<file path="src/rtl/motion_map_arbiter.sv">
// Double-buffered per-tile motion map with frame statistics, debounced alarm,
// and a round-robin arbiter sharing the single read port of the displayed bank.
module motion_map_arbiter #(
  parameter int unsigned NTILES       = 256,
  parameter int unsigned AW           = 8,
  parameter logic        VS_POL       = 1'b1,
  parameter int unsigned ALARM_MIN    = 4,
  parameter int unsigned ALARM_FRAMES = 2
) (
  input  logic          pclk,
  input  logic          rst,
  input  logic          s_pVSync,
  input  logic          vec_we,
  input  logic [AW-1:0] vec_addr,
  input  logic          motion_detected,
  input  logic          r0_req,
  input  logic [AW-1:0] r0_addr,
  input  logic          r1_req,
  input  logic [AW-1:0] r1_addr,
  output logic          r0_gnt,
  output logic          r0_data,
  output logic          r1_gnt,
  output logic          r1_data,
  output logic [8:0]    active_tiles,
  output logic          frame_done,
  output logic          alarm
);

  localparam int unsigned CW = 9;
  localparam int unsigned SW = 3;

  logic [NTILES-1:0] bank0;
  logic [NTILES-1:0] bank1;
  logic              sel;
  logic              vs_q;
  logic [CW-1:0]     cnt;
  logic [SW-1:0]     streak;
  logic              last_gnt;

  logic              boundary_c;
  logic [NTILES-1:0] w_bank_c;
  logic [NTILES-1:0] r_bank_c;
  logic              old_bit_c;
  logic [CW-1:0]     cnt_next_c;
  logic [SW-1:0]     streak_next_c;
  logic              elig0_c;
  logic              elig1_c;
  logic              grant0_c;
  logic              grant1_c;

  // Frame boundary, bank views, live count and arbitration decisions.
  always_comb begin
    boundary_c    = (s_pVSync == VS_POL) && (vs_q != VS_POL);
    w_bank_c      = sel ? bank1 : bank0;
    r_bank_c      = sel ? bank0 : bank1;
    old_bit_c     = w_bank_c[vec_addr];
    cnt_next_c    = cnt;
    streak_next_c = '0;
    if (vec_we && !old_bit_c && motion_detected) begin
      cnt_next_c = cnt + CW'(1);
    end else if (vec_we && old_bit_c && !motion_detected) begin
      cnt_next_c = cnt - CW'(1);
    end
    if (32'(cnt_next_c) >= ALARM_MIN) begin
      streak_next_c = (streak == '1) ? streak : streak + SW'(1);
    end
    elig0_c  = r0_req && !r0_gnt;
    elig1_c  = r1_req && !r1_gnt;
    // last_gnt==1 means port 1 won last, so port 0 takes a tie.
    grant0_c = elig0_c && (!elig1_c || last_gnt);
    grant1_c = elig1_c && !grant0_c;
  end

  always_ff @(posedge pclk or posedge rst) begin
    if (rst) begin
      bank0        <= '0;
      bank1        <= '0;
      sel          <= 1'b0;
      vs_q         <= VS_POL;
      cnt          <= '0;
      streak       <= '0;
      active_tiles <= '0;
      frame_done   <= 1'b0;
      alarm        <= 1'b0;
      r0_gnt       <= 1'b0;
      r0_data      <= 1'b0;
      r1_gnt       <= 1'b0;
      r1_data      <= 1'b0;
      last_gnt     <= 1'b1;
    end else begin
      vs_q       <= s_pVSync;
      frame_done <= boundary_c;
      // Writes land in W; on a boundary the outgoing R is cleared to become the new W.
      if (vec_we) begin
        if (sel) bank1[vec_addr] <= motion_detected;
        else     bank0[vec_addr] <= motion_detected;
      end
      if (boundary_c) begin
        if (sel) bank0 <= '0;
        else     bank1 <= '0;
        sel          <= ~sel;
        active_tiles <= cnt_next_c;
        cnt          <= '0;
        streak       <= streak_next_c;
        alarm        <= (32'(streak_next_c) >= ALARM_FRAMES);
      end else begin
        cnt <= cnt_next_c;
      end
      r0_gnt  <= grant0_c;
      r0_data <= grant0_c ? r_bank_c[r0_addr] : 1'b0;
      r1_gnt  <= grant1_c;
      r1_data <= grant1_c ? r_bank_c[r1_addr] : 1'b0;
      if (grant0_c)      last_gnt <= 1'b0;
      else if (grant1_c) last_gnt <= 1'b1;
    end
  end

endmodule

</file>
<file path="config.mk">
export PLATFORM = sky130hd
export DESIGN_NAME = motion_map_arbiter
export DESIGN_NICKNAME = d
export VERILOG_FILES = /design/src/rtl/motion_map_arbiter.sv
export SDC_FILE = /design/constraint.sdc
export NUM_CORES = 2
export LEC_CHECK = 0
export ABC_CLOCK_PERIOD_IN_PS = 20900
export CAP_MARGIN = 15
export CORE_ASPECT_RATIO = 0.9
export CORE_MARGIN = 2
export CORE_UTILIZATION = 57
export CTS_CLUSTER_DIAMETER = 50
export DETAILED_ROUTE_END_ITERATION = 12
export PLACE_DENSITY = 0.78
export SLEW_MARGIN = 20
export SYNTH_ARGS = -nofsm -noshare
export SYNTH_HDL_FRONTEND = slang
export SYNTH_SLANG_ARGS = --single-unit
</file>
<file path="constraint.sdc">
create_clock -name pclk -period 20.9 [get_ports pclk]
set_input_delay 3.135 -clock pclk [delete_from_list [all_inputs] [get_ports pclk]]
set_output_delay 3.135 -clock pclk [all_outputs]
set_load 0.005 [all_outputs]
</file>
# After elaboration in Yosys (flattened, before gate mapping)
# Index checks and enable logic that the tools add are counted.
[word_totals]
register_bits = 542
latch_bits = 0
ram_bits = 0
romBits = 0
input_bits = 31
output_inout_bits = 15
word_cells = 73
mem_count = 0
[classes]
add_sub_neg = 3
multipliers = 0
div = 0
order_cmp = 6
n_eq_ne = 1
shifts = 0
muxes = 29
bitwise = 2
reduce_logical = 18
[op_table]
columns = ["operator", "n"]
rows = [
  ["2-to-1 mux 256 bit", 10],
  ["bitwise mux 256 bit", 2],
  ["< comparator 8 x 9 -> 1 bit, second input constant", 3],
  ["2-to-1 mux 9 bit", 3],
  ["binary-select mux 1 bit (select 8 bit)", 3],
  ["logical AND 1 bit", 10],
  ["adder 9 x 1 -> 9 bit, second input constant", 1],
  ["greater-or-equal comparator 9 x 3 -> 1 bit, second input constant", 1],
  ["subtractor 9 x 1 -> 9 bit, second input constant", 1],
  ["demux 1 bit (select 8 bit)", 1],
  ["greater-or-equal comparator 8 x 1 -> 1 bit, second input constant", 1],
  ["2-to-1 mux 1 bit", 8],
  ["zero test 1 bit", 6],
  ["2-to-1 mux 3 bit", 2],
  ["adder 3 x 1 -> 3 bit, second input constant", 1],
  ["equality test 3 bit, second input constant", 1],
  ["greater-or-equal comparator 3 x 2 -> 1 bit, second input constant", 1],
  ["inverter 1 bit", 2],
  ["nonzero test 2 bit", 1],
  ["logical OR 1 bit", 1],
]

# Logic depth before layout (Yosys ltp)
[logic_depth]
depth_word = 10
depth_mapped = 15
mapped_depth_nobuf = 11

# Worst setup path after synthesis
# OpenSTA, ideal clock, no wires.
[synth_path]
kind = "input-to-reg"
start = "in r0_addr[0]"
end = "reg r0_data"
setup_time_ns = 0.125
arrival_ns = 6.019
t_required_ns = 20.775
slack_ns = 14.756
cell_stages = 8
path_buffers = 2
path_cell_list = "clkbuf_1 clkbuf_1 mux4_2 mux4_2 mux4_2 mux4_2 mux2i_1 nor3_1"
[synth_via]
elab_chain_cells = 3
[synth_lines]
columns = ["item", "line_no", "text"]
rows = [
  ["from (decl)", "17", "input logic [AW-1:0] r0_addr,"],
  ["binary-select mux 1 bit (select 8 bit)", "110", "r0_data <= grant0_c ? r_bank_c[r0_addr] : 1'b0;"],
  ["2-to-1 mux 1 bit (implied by the code)", "110", ""],
  ["2-to-1 mux 1 bit", "110", ""],
  ["to (signal assigned)", "110", ""],
  ["to (decl)", "21", "output logic r0_data,"],
]
# No other way between the ends. The select of a mux whose other input is x is not followed.
# A chain may end at the register's enable or synchronous reset.

# Final worst setup path
[layout_path]
start = "in vec_addr[0]"
end = "reg streak[1]"
[layout_via]
elab_chain_cells = 8
word_cells_on_any_way = 11
classes_between = "order compare (1); mux (5); reduce/logical (5)"
[layout_lines]
columns = ["item", "line_no", "text"]
rows = [
  ["from (decl)", "14", "input logic [AW-1:0] vec_addr,"],
  ["binary-select mux 1 bit (select 8 bit) (*)", "56", "old_bit_c = w_bank_c[vec_addr];"],
  ["2-to-1 mux 1 bit (implied by the code) (*)", "56", ""],
  ["logical AND 1 bit / zero test 1 bit (equally long branches)", "61, 59", ""],
  ["logical AND 1 bit, on equally long branches", "61, 59", ""],
  ["2-to-1 mux 9 bit / logical AND 1 bit (equally long branches)", "61, 59", ""],
  ["2-to-1 mux 9 bit (*)", "59", "if (vec_we && !old_bit_c && motion_detected) begin"],
  ["greater-or-equal comparator 9 x 3 -> 1 bit (*)", "64", "if (32'(cnt_next_c) >= ALARM_MIN) begin"],
  ["2-to-1 mux 3 bit (*)", "64", ""],
  ["to (signal assigned)", "104", "streak <= streak_next_c;"],
  ["to (decl)", "37", "logic [SW-1:0] streak;"],
]
# Every way passes the cells marked *; elsewhere a longest branch is shown, timed or not. The select of a mux whose other input is x is not followed.

==> summary.md <==
| Metric | Value |
|---|---|
| Post-CTS sizing | `0` |
| Remaining global-route overflow | `0` |
| CP endpoint kind | `flip-flop` |
| Distinct cells, synth | `38` |
| CTS Buffer Depth | `3` |
| Critical Path RT | `21390 ps` |
| Hold slack final | `493.9 ps` |
| Post-synthesis sequential area ratio | `38.49%` |
| Final net count | `3116` |
| Ys Warns | `0` |
| Worst relative slew slack | `11.71%` |
| Mapped Area | `35240 um2` |
| Status | `complete, no violations` |
| Syn avg cell area | `10.70 um2` |
| Minimum clock period | `8433 ps` |
| Area grow syn2layout | `9.163%` |
| H-tree Lvls | `3` |
| Final Util | `62.84%` |
| Hold-fix buffers, CTS | `0` |
| Gpl congestion | `1.068` |
| Clock Power Share | `39.7%` |
| Top_reg_cell synth | `dfrtp_1` |
| IO Port Bufs | `45` |
| CTS tree | `yes` |
| DR vias/cell | `8.186` |
| Cell Pwr Density | `78.66 nW/um2` |
| HP Class | `reg -> reg` |
| Yosys top cell area share | `38.34%` |
| Fin cells | `3925` |
| Post-synthesis register bit count | `542` |
| Fin worst setup slack | `12470 ps` |
| Post-route ant nets | `0` |
| Drt drc | `0` |
| Setup CP Type | `in -> reg` |
| DR WL/cell | `34.76 um` |
| Most area-consuming cells after synthesis | `dfrtp_1 38%, mux4_2 22%, mux2i_1 8.0%` |
| Max cap viols | `0` |
| Core area | `61230 um2` |
| Initial Utilization | `57.56%` |
| Pin count of the biggest net entering global routing | `191` |
| Total chip power | `3.026 mW` |
| Leak | `14.45 nW` |
| Critical Path AT | `8930 ps` |
| DR pass1 iterations | `10` |
| Row count | `86` |
| Syn_nets | `3329` |
| Comb power frac | `23.4%` |
| Switching share of power | `32.61%` |
| Clk_skew | `25.74 ps` |
| Fin. Hold Viols | `0` |
| Chip height | `239.9 um` |
| Vias in the first global route | `31060` |
| GRT Total Usage | `42.92%` |
| Crit share post-route | `40.35%` |
| Die area | `63840 um2` |
| Fillers | `4668` |
| Fmax | `0.1186 GHz` |
| Sum Neg Setup Slack | `0 ps` |
| First-pass GRT wire length | `201600 um` |
| IO Pins | `46` |
| P_sw | `0.9867 mW` |
| DP Area | `36000 um2` |
| Startpoint types | `input port` |
| Internal Power | `2.039 mW` |
| Chip Width | `266.1 um` |
| Power share of the sequential group | `36.9%` |
| Vias post-DR | `32130` |
| Final slew viol count | `0` |
| RSZ-0062 raised after global routing | `false` |
| WL final | `136400 um` |
| VDD IR max | `0.00009058 V` |
| Layout cells sized above 1 | `19.94%` |
| Synth area leader | `dfrtp_1` |
| Pre-CTS setup slack | `12330 ps` |
| # placed instances | `3796` |
| Post-CTS setup buffer count | `0` |
| Worst-skew pair later-pin latency | `640 ps` |
| Clock Sink Count | `542` |
| HPWL after DPL | `82400 um` |
| CP Max Fanout | `48` |
| Clock root cell | `clkbuf_16` |
| DRT iter0 DRCs | `6337` |
| Cells after synthesis | `3295` |
| Initial antenna violation count | `5` |
| Asr flop ratio synth | `100.0%` |
| Worst-path clk slew | `60 ps` |
| Final setup violation count | `0` |
| Design area | `38470 um2` |
| Clock buffer count from CTS | `68` |
| Post-synth EDFFs | `0` |
| Least-Margin Pin Slew | `1321 ps` |
area by class of cell:
cell class / instances / area (um2) / share of cell area [%]
Timing Repair Buffer: 132 / 1289 / 3.350
Tap cell: 792 / 991.0 / 2.576
Antenna cell: 3 / 7.507 / 0.01951
Sequential cell: 542 / 13570 / 35.27
Clock buffer: 89 / 1923 / 4.999
Clock inverter: 29 / 310.3 / 0.8066
Inverter: 5 / 26.28 / 0.06830
Multi-Input combinational cell: 2333 / 20360 / 52.91
final timing paths:
kind / start / end / slack, ps / cells after the start
worst min-delay path: active_tiles[5] / active_tiles[5] / 490 / 2
worst max-delay path: vec_addr[0] / streak[1] / 12470 / 13
min in group asynchronous: rst / bank1[2] / 3110 / 2
worst max register to register: sel / streak[1] / 13540 / 13
worst min register to register: active_tiles[5] / active_tiles[5] / 490 / 2
max in group asynchronous: rst / bank0[233] / 15350 / 5
per-layer routing:
layer	global-route usage [%]	routed length (um)	vias up
met3	16.75	21830	842
met4	33.91	13240	8
met5	2.085	243	-
li1	-	-	12500
met1	53.63	44420	15690
met2	59.48	56700	3093
flip-flops by register name, summed over array words and instances (netlist names):
| name | cells |
|---|---|
| bank0 | 256 |
| bank1 | 256 |
| active_tiles | 9 |
| cnt | 9 |
| streak | 3 |
| alarm | 1 |
| frame_done | 1 |
| last_gnt | 1 |
| r0_data | 1 |
| r0_gnt | 1 |
| r1_data | 1 |
| r1_gnt | 1 |
| sel | 1 |
| vs_q | 1 |
power by group through the flow:
stage	Combinational, mW	Clock [mW]	Sequential (mW)
floorplan	0.575	0	1.10
global placement	0.658	0	1.13
detailed placement	0.677	0	1.13
CTS	0.679	1.20	1.11
global route	0.725	1.24	1.12
finish	0.709	1.20	1.12
critical path, cell delays in order:
cell and delay [ps]:
clkdlybuf4s50_1 690, or2_4 450, buf_4 620, o22ai_1 170
o21ai_0 350, a41oi_1 160, o41ai_1 910, nand4_1 1000
mux2i_1 450, xor2_1 270, nand4_1 160, nor3_1 350
o21ai_0 150
Yosys cell counts, types with 2 or more instances:
cell type	n
dfrtp_1	540
a21oi_1	498
mux4_2	340
o21ai_0	312
clkbuf_1	307
mux2i_1	282
nand3_1	259
a211oi_1	255
o22ai_1	128
nor3_1	69
nor2_1	59
buf_2	57
nand2_1	50
buf_1	32
a41oi_1	16
nand2b_1	13
buf_6	11
nor2b_1	10
buf_4	8
xnor2_1	8
and2_1	5
inv_1	5
nand4_1	4
o41ai_1	4
or2_2	4
ha_1	3
xor2_1	3
and3_1	2
dfstp_2	2
cell families (layout without fill, tap and decap cells):
kind of cell	after synthesis	count (layout)	synth area share, %
DFF	542	542	38.49
and+or+nand+nor	479	479	6.575
buffers and inverters	420	255	4.995
muxes	622	622	29.74
adders and majority gates	3	3	0.1065
AOI/OAI and AO/OA	1218	1218	19.82
xor gates and xnor gates	11	11	0.2734
other	0	3	0
placed cells by master (no fill, tap or decap), drive strengths merged:
cell           synthesis  layout
dfrtp                540     540
a21oi                498     498
mux4                 340     340
o21ai                312     312
mux2i                282     282
nand3                259     259
a211oi               255     255
o22ai                128     128
clkbuf               307      92
buf                  108      91
nor3                  69      69
nor2                  59      59
nand2                 50      50
clkdlybuf4s50          0      38
a41oi                 16      16
clkinv                 0      14
nand2b                13      13
inv                    5      12
nor2b                 10      10
xnor2                  8       8
and2                   5       5
o41ai                  4       4
nand4                  4       4
clkinvlp               0       4
bufinv                 0       4
or2                    4       4
diode                  0       3
xor2                   3       3
ha                     3       3
and3                   2       2
dfstp                  2       2
nor4                   1       1
nor3b                  1       1
nand3b                 1       1
or4                    1       1
a22o                   1       1
a21o                   1       1
o31ai                  1       1
o32ai                  1       1
a32oi                  1       1
(Power assumes the default switching activity.)
